--- src/rtl/imem_loader_pkg.sv ---
// Shared types and constants for the instruction-memory program loader.
// The checksum is defined here so that the loader and any host tooling agree on it.
package imem_loader_pkg;

  localparam int MEM_BYTES = 128;
  localparam int ADDR_W    = 7;
  localparam int HDR_BYTES = 2;

  typedef enum logic [2:0] {
    IDLE,
    ADDR,
    COUNT,
    DATA,
    CHECK,
    DONE,
    ERR
  } state_e;

  // Checksum: XOR of every payload byte, seeded with zero at each Start.
  localparam logic [7:0] CHK_SEED = 8'h00;

  function automatic logic [7:0] chk_update(input logic [7:0] acc, input logic [7:0] b);
    return acc ^ b;
  endfunction

endpackage

--- src/rtl/imem_prog_loader_if.sv ---
// Byte stream in, instruction-memory write port and CPU control out.
// slave = loader side, master = host/memory/datapath side.
interface imem_prog_loader_if #(
  parameter int ADDR_W = 7,
  parameter int PC_W   = 16
);
  logic              Start;
  logic [7:0]        ByteIn;
  logic              ByteValid;
  logic              ByteReady;
  logic              MemWrite;
  logic [ADDR_W-1:0] MemAddr;
  logic [7:0]        MemData;
  logic              CpuHold;
  logic              PcLoad;
  logic [PC_W-1:0]   PcValue;
  logic              Done;
  logic              Error;

  modport slave (
    input  Start, ByteIn, ByteValid,
    output ByteReady, MemWrite, MemAddr, MemData, CpuHold, PcLoad, PcValue, Done, Error
  );

  modport master (
    output Start, ByteIn, ByteValid,
    input  ByteReady, MemWrite, MemAddr, MemData, CpuHold, PcLoad, PcValue, Done, Error
  );
endinterface

--- src/rtl/loader_xor_acc.sv ---
// 8-bit running checksum with synchronous clear and enable; result visible the cycle after en_i.
// Clear has priority over enable.
module loader_xor_acc (
  input  logic       clk_i,
  input  logic       rst_i,
  input  logic       clr_i,
  input  logic       en_i,
  input  logic [7:0] din_i,
  output logic [7:0] acc_o
);
  import imem_loader_pkg::*;

  logic [7:0] acc_q;

  always_ff @(posedge clk_i) begin
    if (rst_i || clr_i) begin
      acc_q <= CHK_SEED;
    end else if (en_i) begin
      acc_q <= chk_update(acc_q, din_i);
    end
  end

  assign acc_o = acc_q;

endmodule

--- src/rtl/imem_prog_loader.sv ---
// Loads a byte-stream program image into instruction memory (1-cycle registered write per byte),
// stalling the CPU throughout; ByteReady is asserted only while a header/payload/checksum byte is expected.
module imem_prog_loader #(
  parameter int MEM_BYTES = imem_loader_pkg::MEM_BYTES,
  parameter int ADDR_W    = imem_loader_pkg::ADDR_W,
  parameter int PC_W      = 16
) (
  input  logic                Clock,
  input  logic                Reset,
  imem_prog_loader_if.slave   bus
);
  import imem_loader_pkg::*;

  state_e            state_q, state_d;
  logic [ADDR_W-1:0] base_q, base_d;
  logic [ADDR_W-1:0] ptr_q, ptr_d;
  logic [8:0]        rem_q, rem_d;
  logic              mem_write_q, mem_write_d;
  logic [ADDR_W-1:0] mem_addr_q, mem_addr_d;
  logic [7:0]        mem_data_q, mem_data_d;
  logic [PC_W-1:0]   pc_value_q, pc_value_d;

  logic              byte_rdy;
  logic              xfer;
  logic              chk_clr;
  logic              chk_en;
  logic [7:0]        chk_acc;
  logic [9:0]        end_addr;

  assign byte_rdy = (state_q == ADDR) || (state_q == COUNT) ||
                    (state_q == DATA) || (state_q == CHECK);
  assign xfer     = bus.ByteValid && byte_rdy;
  // Wide enough that LoadAddr + 2*255 can never wrap.
  assign end_addr = 10'(base_q) + {1'b0, bus.ByteIn, 1'b0};

  loader_xor_acc u_chk (
    .clk_i (Clock),
    .rst_i (Reset),
    .clr_i (chk_clr),
    .en_i  (chk_en),
    .din_i (bus.ByteIn),
    .acc_o (chk_acc)
  );

  always_comb begin
    state_d     = state_q;
    base_d      = base_q;
    ptr_d       = ptr_q;
    rem_d       = rem_q;
    mem_write_d = 1'b0;
    mem_addr_d  = mem_addr_q;
    mem_data_d  = mem_data_q;
    pc_value_d  = pc_value_q;
    chk_clr     = 1'b0;
    chk_en      = 1'b0;
    case (state_q)
      IDLE, ERR: begin
        if (bus.Start) begin
          state_d = ADDR;
          chk_clr = 1'b1;
        end
      end
      ADDR: begin
        if (xfer) begin
          if (bus.ByteIn[0] || ({1'b0, bus.ByteIn} >= 9'(MEM_BYTES))) begin
            state_d = ERR;
          end else begin
            base_d  = bus.ByteIn[ADDR_W-1:0];
            ptr_d   = bus.ByteIn[ADDR_W-1:0];
            state_d = COUNT;
          end
        end
      end
      COUNT: begin
        if (xfer) begin
          if ((bus.ByteIn == 8'h00) || (end_addr > 10'(MEM_BYTES))) begin
            state_d = ERR;
          end else begin
            rem_d   = {bus.ByteIn, 1'b0};
            state_d = DATA;
          end
        end
      end
      DATA: begin
        if (xfer) begin
          mem_write_d = 1'b1;
          mem_addr_d  = ptr_q;
          mem_data_d  = bus.ByteIn;
          ptr_d       = ptr_q + 1'b1;
          rem_d       = rem_q - 9'd1;
          chk_en      = 1'b1;
          if (rem_q == 9'd1) state_d = CHECK;
        end
      end
      CHECK: begin
        if (xfer) begin
          if (bus.ByteIn == chk_acc) begin
            state_d    = DONE;
            pc_value_d = PC_W'(base_q);
          end else begin
            state_d = ERR;
          end
        end
      end
      DONE:    state_d = IDLE;
      default: state_d = IDLE;
    endcase
  end

  always_ff @(posedge Clock) begin
    if (Reset) begin
      state_q     <= IDLE;
      base_q      <= '0;
      ptr_q       <= '0;
      rem_q       <= '0;
      mem_write_q <= 1'b0;
      mem_addr_q  <= '0;
      mem_data_q  <= '0;
      pc_value_q  <= '0;
    end else begin
      state_q     <= state_d;
      base_q      <= base_d;
      ptr_q       <= ptr_d;
      rem_q       <= rem_d;
      mem_write_q <= mem_write_d;
      mem_addr_q  <= mem_addr_d;
      mem_data_q  <= mem_data_d;
      pc_value_q  <= pc_value_d;
    end
  end

  assign bus.ByteReady = byte_rdy;
  assign bus.MemWrite  = mem_write_q;
  assign bus.MemAddr   = mem_addr_q;
  assign bus.MemData   = mem_data_q;
  assign bus.CpuHold   = (state_q != IDLE);
  assign bus.PcLoad    = (state_q == DONE);
  assign bus.Done      = (state_q == DONE);
  assign bus.PcValue   = pc_value_q;
  assign bus.Error     = (state_q == ERR);

endmodule

--- src/flat_wrapper.sv ---
// flat-port wrapper written by rule: the top's interface ports become plain ports
module imem_prog_loader_flat import imem_loader_pkg::*;
#(
  parameter int MEM_BYTES = imem_loader_pkg::MEM_BYTES,
  parameter int ADDR_W    = imem_loader_pkg::ADDR_W,
  parameter int PC_W      = 16
)
  (Clock, Reset, bus_Start, bus_ByteIn, bus_ByteValid, bus_ByteReady, bus_MemWrite, bus_MemAddr, bus_MemData, bus_CpuHold, bus_PcLoad, bus_PcValue, bus_Done, bus_Error);
  imem_prog_loader_if #(.ADDR_W(ADDR_W), .PC_W(PC_W)) bus_i ();
  input  logic Clock;
  input  logic Reset;
  input wire logic [$bits(bus_i.Start)-1:0] bus_Start;
  input wire logic [$bits(bus_i.ByteIn)-1:0] bus_ByteIn;
  input wire logic [$bits(bus_i.ByteValid)-1:0] bus_ByteValid;
  output wire logic [$bits(bus_i.ByteReady)-1:0] bus_ByteReady;
  output wire logic [$bits(bus_i.MemWrite)-1:0] bus_MemWrite;
  output wire logic [$bits(bus_i.MemAddr)-1:0] bus_MemAddr;
  output wire logic [$bits(bus_i.MemData)-1:0] bus_MemData;
  output wire logic [$bits(bus_i.CpuHold)-1:0] bus_CpuHold;
  output wire logic [$bits(bus_i.PcLoad)-1:0] bus_PcLoad;
  output wire logic [$bits(bus_i.PcValue)-1:0] bus_PcValue;
  output wire logic [$bits(bus_i.Done)-1:0] bus_Done;
  output wire logic [$bits(bus_i.Error)-1:0] bus_Error;
  assign bus_i.Start = bus_Start;
  assign bus_i.ByteIn = bus_ByteIn;
  assign bus_i.ByteValid = bus_ByteValid;
  assign bus_ByteReady = bus_i.ByteReady;
  assign bus_MemWrite = bus_i.MemWrite;
  assign bus_MemAddr = bus_i.MemAddr;
  assign bus_MemData = bus_i.MemData;
  assign bus_CpuHold = bus_i.CpuHold;
  assign bus_PcLoad = bus_i.PcLoad;
  assign bus_PcValue = bus_i.PcValue;
  assign bus_Done = bus_i.Done;
  assign bus_Error = bus_i.Error;
  imem_prog_loader #(.MEM_BYTES(MEM_BYTES), .ADDR_W(ADDR_W), .PC_W(PC_W)) u_core (.Clock(Clock), .Reset(Reset), .bus(bus_i));
endmodule
--- config.mk ---
export PLATFORM = sky130hd
export DESIGN_NAME = imem_prog_loader_flat
export DESIGN_NICKNAME = d
export VERILOG_FILES = /design/src/rtl/imem_loader_pkg.sv /design/src/rtl/imem_prog_loader_if.sv /design/src/rtl/loader_xor_acc.sv /design/src/rtl/imem_prog_loader.sv /design/src/flat_wrapper.sv
export SDC_FILE = /design/constraint.sdc
export NUM_CORES = 1
export LEC_CHECK = 0
export BUFFER_PORTS_ARGS = -buffer_cell sky130_fd_sc_hd__buf_4
export CORE_MARGIN = 5
export CORE_UTILIZATION = 26
export CTS_CLUSTER_DIAMETER = 200
export DETAILED_ROUTE_END_ITERATION = 10
export PLACE_DENSITY_LB_ADDON = 0.15
export RECOVER_POWER = 100
export SKIP_CTS_REPAIR_TIMING = 1
export SYNTH_ARGS = -nofsm -noshare
export SYNTH_HDL_FRONTEND = slang
export SYNTH_SLANG_ARGS = --single-unit
export TNS_END_PERCENT = 1
--- constraint.sdc ---
create_clock -name Clock -period 3.3 [get_ports Clock]
set_input_delay 0.495 -clock Clock [delete_from_list [all_inputs] [get_ports Clock]]
set_output_delay 0.495 -clock Clock [all_outputs]
set_load 0.005 [all_outputs]
==> Word level (Yosys, flattened, before mapping) <==
Cells that the tools add are included.
{ "classes": {"n_reduce_logical": 19, "add_sub_neg": 3, "eq_ne": 16, "order_cmp": 2, "bitwise": 2, "mux": 22} }
{ "op_table": {"columns": ["operator", "count"], "rows": [
  ["$mux W9", 3],
  ["$mux W3", 8],
  ["$mux W7", 3],
  ["$pmux W9 S2", 1],
  ["$pmux W3 S5", 1],
  ["$pmux W7 S2", 1],
  ["$add A7 B9 Y10", 1],
  ["$gt A10 B8 Y1 const B", 1],
  ["$eq A3 B3 Y1 const B", 3],
  ["$eq A9 B1 Y1 const B", 1],
  ["$sub A9 B1 Y9 const B", 1],
  ["$eq A8 B8 Y1", 1],
  ["$ge A8 B8 Y1 const B", 1],
  ["$logic_not A8 Y1", 1],
  ["$ne A2 B1 Y1 const B", 4],
  ["$ne A2 B2 Y1 const B", 4],
  ["$reduce_and A4 Y1", 2],
  ["$xor A8 B8 Y8", 1],
  ["$add A7 B1 Y7 const B", 1],
  ["$eq A3 B2 Y1 const B", 2],
  ["$logic_or A1 B1 Y1", 6],
  ["$reduce_and A3 Y1", 2],
  ["$reduce_and A6 Y1", 1],
  ["$mux W1", 4],
  ["9 further kinds", 10]
]} }
{ "word_totals": {"reg_bits": 57, "inputBits": 12, "output_inout_bits": 37, "wordCells": 73} }

==> Logic depth before layout (Yosys ltp) <==
{ "logic_depth": {"ltp_word": 7, "depth_mapped": 10, "mapped_depth_nobuf": 9} }

==> By module <==
Synthesis repeated with hierarchy kept, for this count alone.
{ "unflattened": {"hier_cells": 395, "hier_area_um2": 3281.9} }
{ "modules_own_cells": {"columns": ["mod", "instances", "cells_per_inst", "seq_area_each_um2", "area_per_inst_um2"], "rows": [
  ["imem_prog_loader", 1, 359, 980.9, 2896.5],
  ["loader_xor_acc", 1, 36, 160.2, 385.4]
]} }

==> Least setup slack after synthesis <==
OpenSTA, ideal clock, no wires.
{ "synth_path": {"kind": "in2reg", "start": "input port bus_ByteIn[0]", "end": "register u_core.rem_q[5]", "t_required_ps": 3212, "arrival_time_ps": 2871, "path_slack_ps": 341, "path_stages": 10, "setup_time_ps": 88, "path_buffers": 1, "path_cell_list": "ha_1 fa_1 a211oi_2 nor2_1 or4_1 a22o_1 nor3_4 buf_6 nor2_1 a311oi_2"} }
{ "synth_via": {"elab_chain_len": 5, "word_cells_on_any_way": 6} }
{ "synth_rtl": {"columns": ["element", "line", "text"], "rows": [
  ["start: declaration", "flat_wrapper.sv:13", "input wire logic [$bits(bus_i.ByteIn)-1:0] bus_ByteIn;"],
  ["$add A7 B9 Y10", "imem_prog_loader.sv:34", "assign end_addr = 10'(base_q) + {1'b0, bus.ByteIn, 1'b0};"],
  ["$gt A10 B8 Y1", "imem_prog_loader.sv:76", "if ((bus.ByteIn == 8'h00) || (end_addr > 10'(MEM_BYTES))) begin"],
  ["$logic_or A1 B1 Y1 *", "imem_prog_loader.sv:76", null],
  ["$ne A2 B2 Y1 (no source line) *", null, null],
  ["$reduce_and A4 Y1 (no source line) *", null, null],
  ["end signal: assignment", "imem_prog_loader.sv:124", "rem_q <= rem_d;"],
  ["end: declaration", "imem_prog_loader.sv:17", "logic [8:0] rem_q, rem_d;"]
]} }
Every way passes the cells marked *; elsewhere a longest branch is shown, timed or not.
A chain may end at the register's enable or synchronous reset.

==> Worst setup path after layout <==
{ "layout_path": {"start": "register u_core.base_q[1]", "end": "register u_core.rem_q[6]"} }
{ "layout_via": {"elab_chain_len": 5} }
{ "layout_rtl": {"columns": ["element", "line", "text"], "rows": [
  ["start: declaration", "imem_prog_loader.sv:15", "logic [ADDR_W-1:0] base_q, base_d;"],
  ["start signal: assignment", "imem_prog_loader.sv:122", "base_q <= base_d;"],
  ["$add A7 B9 Y10", "imem_prog_loader.sv:34", null],
  ["$gt A10 B8 Y1", "imem_prog_loader.sv:76", null],
  ["$logic_or A1 B1 Y1", "imem_prog_loader.sv:76", null],
  ["$ne A2 B2 Y1 (no source line)", null, null],
  ["$reduce_and A4 Y1 (no source line)", null, null]
]} }
No other way between the ends.

==> summary.txt <==
Outcome
  – Status: completed

CTS
  – H-tree lvl count: 3
  – Worst-skew pair later-pin latency: 0.32 ns
  – Clk sinks: 57
  – CTS tree: yes
  – Clock Path Buffers: 2
  – Clk slew on worst S/H paths: 0.05 ns
  – Clk root buf: clkbuf_16
  – Num CTS Buffers: 9

Yosys
  – Leading area contributor after synthesis: dfxtp_1
  – Synth Area in Compound Gates: 0.180
  – Mapped Area: 3110 um^2
  – Yosys warns: 0
  – Most used DFF post-synth: dfxtp_1
  – Asr flop ratio synth: 0
  – Largest family of logic cells by synthesized area: simple AND/OR/NAND/NOR gates
  – Synth cell types: 56
  – Synth Area in Simple Gates: 0.227
  – Synth Instances: 383
  – Share of the synthesized area in the top cell type: 0.367
  – Post-synthesis adder-cell area fraction: 0.0426
  – Synth Area in XOR/XNOR: 0.0676
  – Post-synth EDFFs: 0
  – Mapped Avg Cell Area: 8.12 um^2
  – Synth area leaders: dfxtp_1 (37%), nand2_1 (7.0%), nor2_1 (5.9%)
  – Mux cell area share after synthesis: 0.0519
  – Register area share after synthesis: 0.367
  – Most common cell in the netlist: nand2_1
  – Commonest cells in the netlist: nand2_1 (58), dfxtp_1 (57), nor2_1 (49)
  – Post-synthesis register bit count: 57

Timing
  – Worst slew pin tran: 0.804 ns
  – Slew Limit Fails: 0
  – Tmin final: 3.03 ns
  – Final period util: 0.919
  – RSZ-0062 raised after global routing: no
  – Fin. Hold Viols: 0
  – Max Freq: 330 MHz
  – Clk_skew: 0.00401 ns
  – Finish-stage setup viols: 0
  – Rel. slew slack: 0.464

Hold path
  – HP Class: reg -> reg

Placement
  – GPL Wtd Cong: 0.805
  – Buffers on Ports: 39
  – Placed Cells: 555
  – Dpl hpwl: 5900 um

Power and ir drop
  – Leak: 1.52 nW
  – Peak supply drop: 0.000179 V
  – Power Density: 578 nW/um^2

Global route
  – GRT Resource Usage Total: 0.120
  – Number of global-route vias before repair: 2,613
  – Pin count of the biggest net entering global routing: 52
  – First-pass GRT wire length: 13,800 um
  – Antenna violations before repair: 0
  – Congestion Overflow GR: 0

Job
  – Max_cap viols: 0

Critical path
  – Setup CP Type: reg -> reg
  – Crit path launch type: flop
  – Critical Path Fanout Max: 7
  – CP arrival: 3.26 ns
  – Crit. End Element: flop
  – CP required: 3.53 ns

Layout
  – # nets final: 441
  – Non-filler cells, final: 570
  – Share of cells above drive strength 1: 0.163
  – Filler instances: 1,248
  – Final Util: 0.320
  – Diode count: 0
  – Layout area overhead: 22.1%

Die
  – FP Rows: 40
  – Die Y: 119 um
  – Core area: 11,900 um^2
  – Initial Util: 0.262
  – Die footprint: 14,300 um^2
  – # IOs: 49
  – Chip width: 119 um

Detailed routing
  – Vias: 2,715
  – DRT iter0 DRCs: 145
  – WL per Instance: 14.4 um
  – Post-route ant nets: 0
  – Drt drc: 0
  – Vias per inst: 4.76
  – Total Wirelength: 8210 um
  – DR pass1 iterations: 4
## state kept, by name, indices dropped and copies added (netlist names)
name                 count
u_core.ptr_q             7
u_core.state_q           3
u_core.base_q            7
u_core.bus.MemData       8
u_core.rem_q             9
u_core.bus.MemAddr       7
u_core.bus.PcValue       7
u_core.u_chk.acc_o       8
u_core.bus.MemWrite      1
## layer usage
layer	GRT usage	share of wire	vias to the layer above
li1	-	-	1398
met1	0.168	0.50	1247
met2	0.179	0.44	58
met3	0.0228	0.039	12
met4	0.0537	0.018	0
met5	0	0	-
## cells in the final DEF, fill, tap and decap left out, types with 3 or more instances in the layout
cell	n
o21ai_0	19
buf_4	16
xnor2_1	14
nor3_1	11
mux2i_1	15
ha_1	9
nor2_1	49
clkbuf_16	9
conb_1	9
and3_1	4
nor2b_1	3
a22oi_1	5
a21oi_1	25
nand2_1	58
clkbuf_4	27
nand3_1	5
o41ai_1	3
a211oi_1	4
nor4_1	4
dfxtp_1	57
xor2_1	10
nand4_1	3
a311oi_2	3
inv_1	7
clkbuf_1	7
nand3b_1	3
## critical path, cell delays in order (launching register included)
cell	delay (ns)
dfxtp_1	0.33
ha_1	0.21
fa_1	0.41
a211oi_2	0.32
nor2_1	0.08
or4_1	0.52
a22o_1	0.27
nor3_4	0.32
nor2_1	0.14
o41ai_2	0.34
## layout make-up
cell class | instances | area, um^2 | share of cell area
timing repair buffer | 49 | 345 | 0.0909
inverter | 7 | 26.3 | 0.00692
tap | 147 | 184 | 0.0484
clock buffer | 12 | 256 | 0.0675
clock inverter | 3 | 40.0 | 0.0105
sequential | 57 | 1140 | 0.300
multi-input combinational | 295 | 1810 | 0.475
## logic make-up (layout without fill, tap and decap cells)
kind of cell | after synthesis | after routing
adders and majority gates | 10 | 10
DFF | 57 | 57
and+or+nand+nor | 154 | 154
buffers and inverters | 39 | 71
xor gates and xnor gates | 24 | 24
muxes | 16 | 16
AOI/OAI and AO/OA | 82 | 82
other | 1 | 9
## worst paths after layout
path                                                    startpoint  cells after the start  slack (ns)                            endpoint
worst max-delay path                 u_core.base_q[1]$_SDFFE_PP0P_                      9        0.27        u_core.rem_q[6]$_SDFFE_PP0P_
worst min-delay path            u_core.bus.MemData[4]$_SDFFE_PP0P_                      2        0.45  u_core.bus.MemData[4]$_SDFFE_PP0P_
worst max register to register       u_core.base_q[1]$_SDFFE_PP0P_                      9        0.27        u_core.rem_q[6]$_SDFFE_PP0P_
worst min register to register  u_core.bus.MemData[4]$_SDFFE_PP0P_                      2        0.45  u_core.bus.MemData[4]$_SDFFE_PP0P_
## report_power, final
part / internal, mW / switching (mW) / total [mW]
clock network: 0.618 / 0.306 / 0.924
logic: 0.208 / 0.273 / 0.481
registers: 0.724 / 0.0678 / 0.792
total: 1.55 / 0.647 / 2.20
## metrics by stage
step | cell area, um^2 | power [mW] | setup TNS (ns) | hold slack [ns] | setup WS, ns
6_report | 3800 | 2.20 | 0 | 0.451 | 0.267
5_1_grt | 3800 | 2.32 | 0 | 0.477 | 0.0985
4_1_cts | 3830 | 2.24 | 0 | 0.457 | 0.267
3_5_place_dp | 3530 | 1.30 | -0.0366 | 0.450 | -0.0226
3_3_place_gp | 3530 | 1.30 | -0.0326 | 0.450 | -0.0168
2_1_floorplan | 3140 | 1.15 | 0 | 0.445 | 0.341
Power figures use the tool's default switching activity.
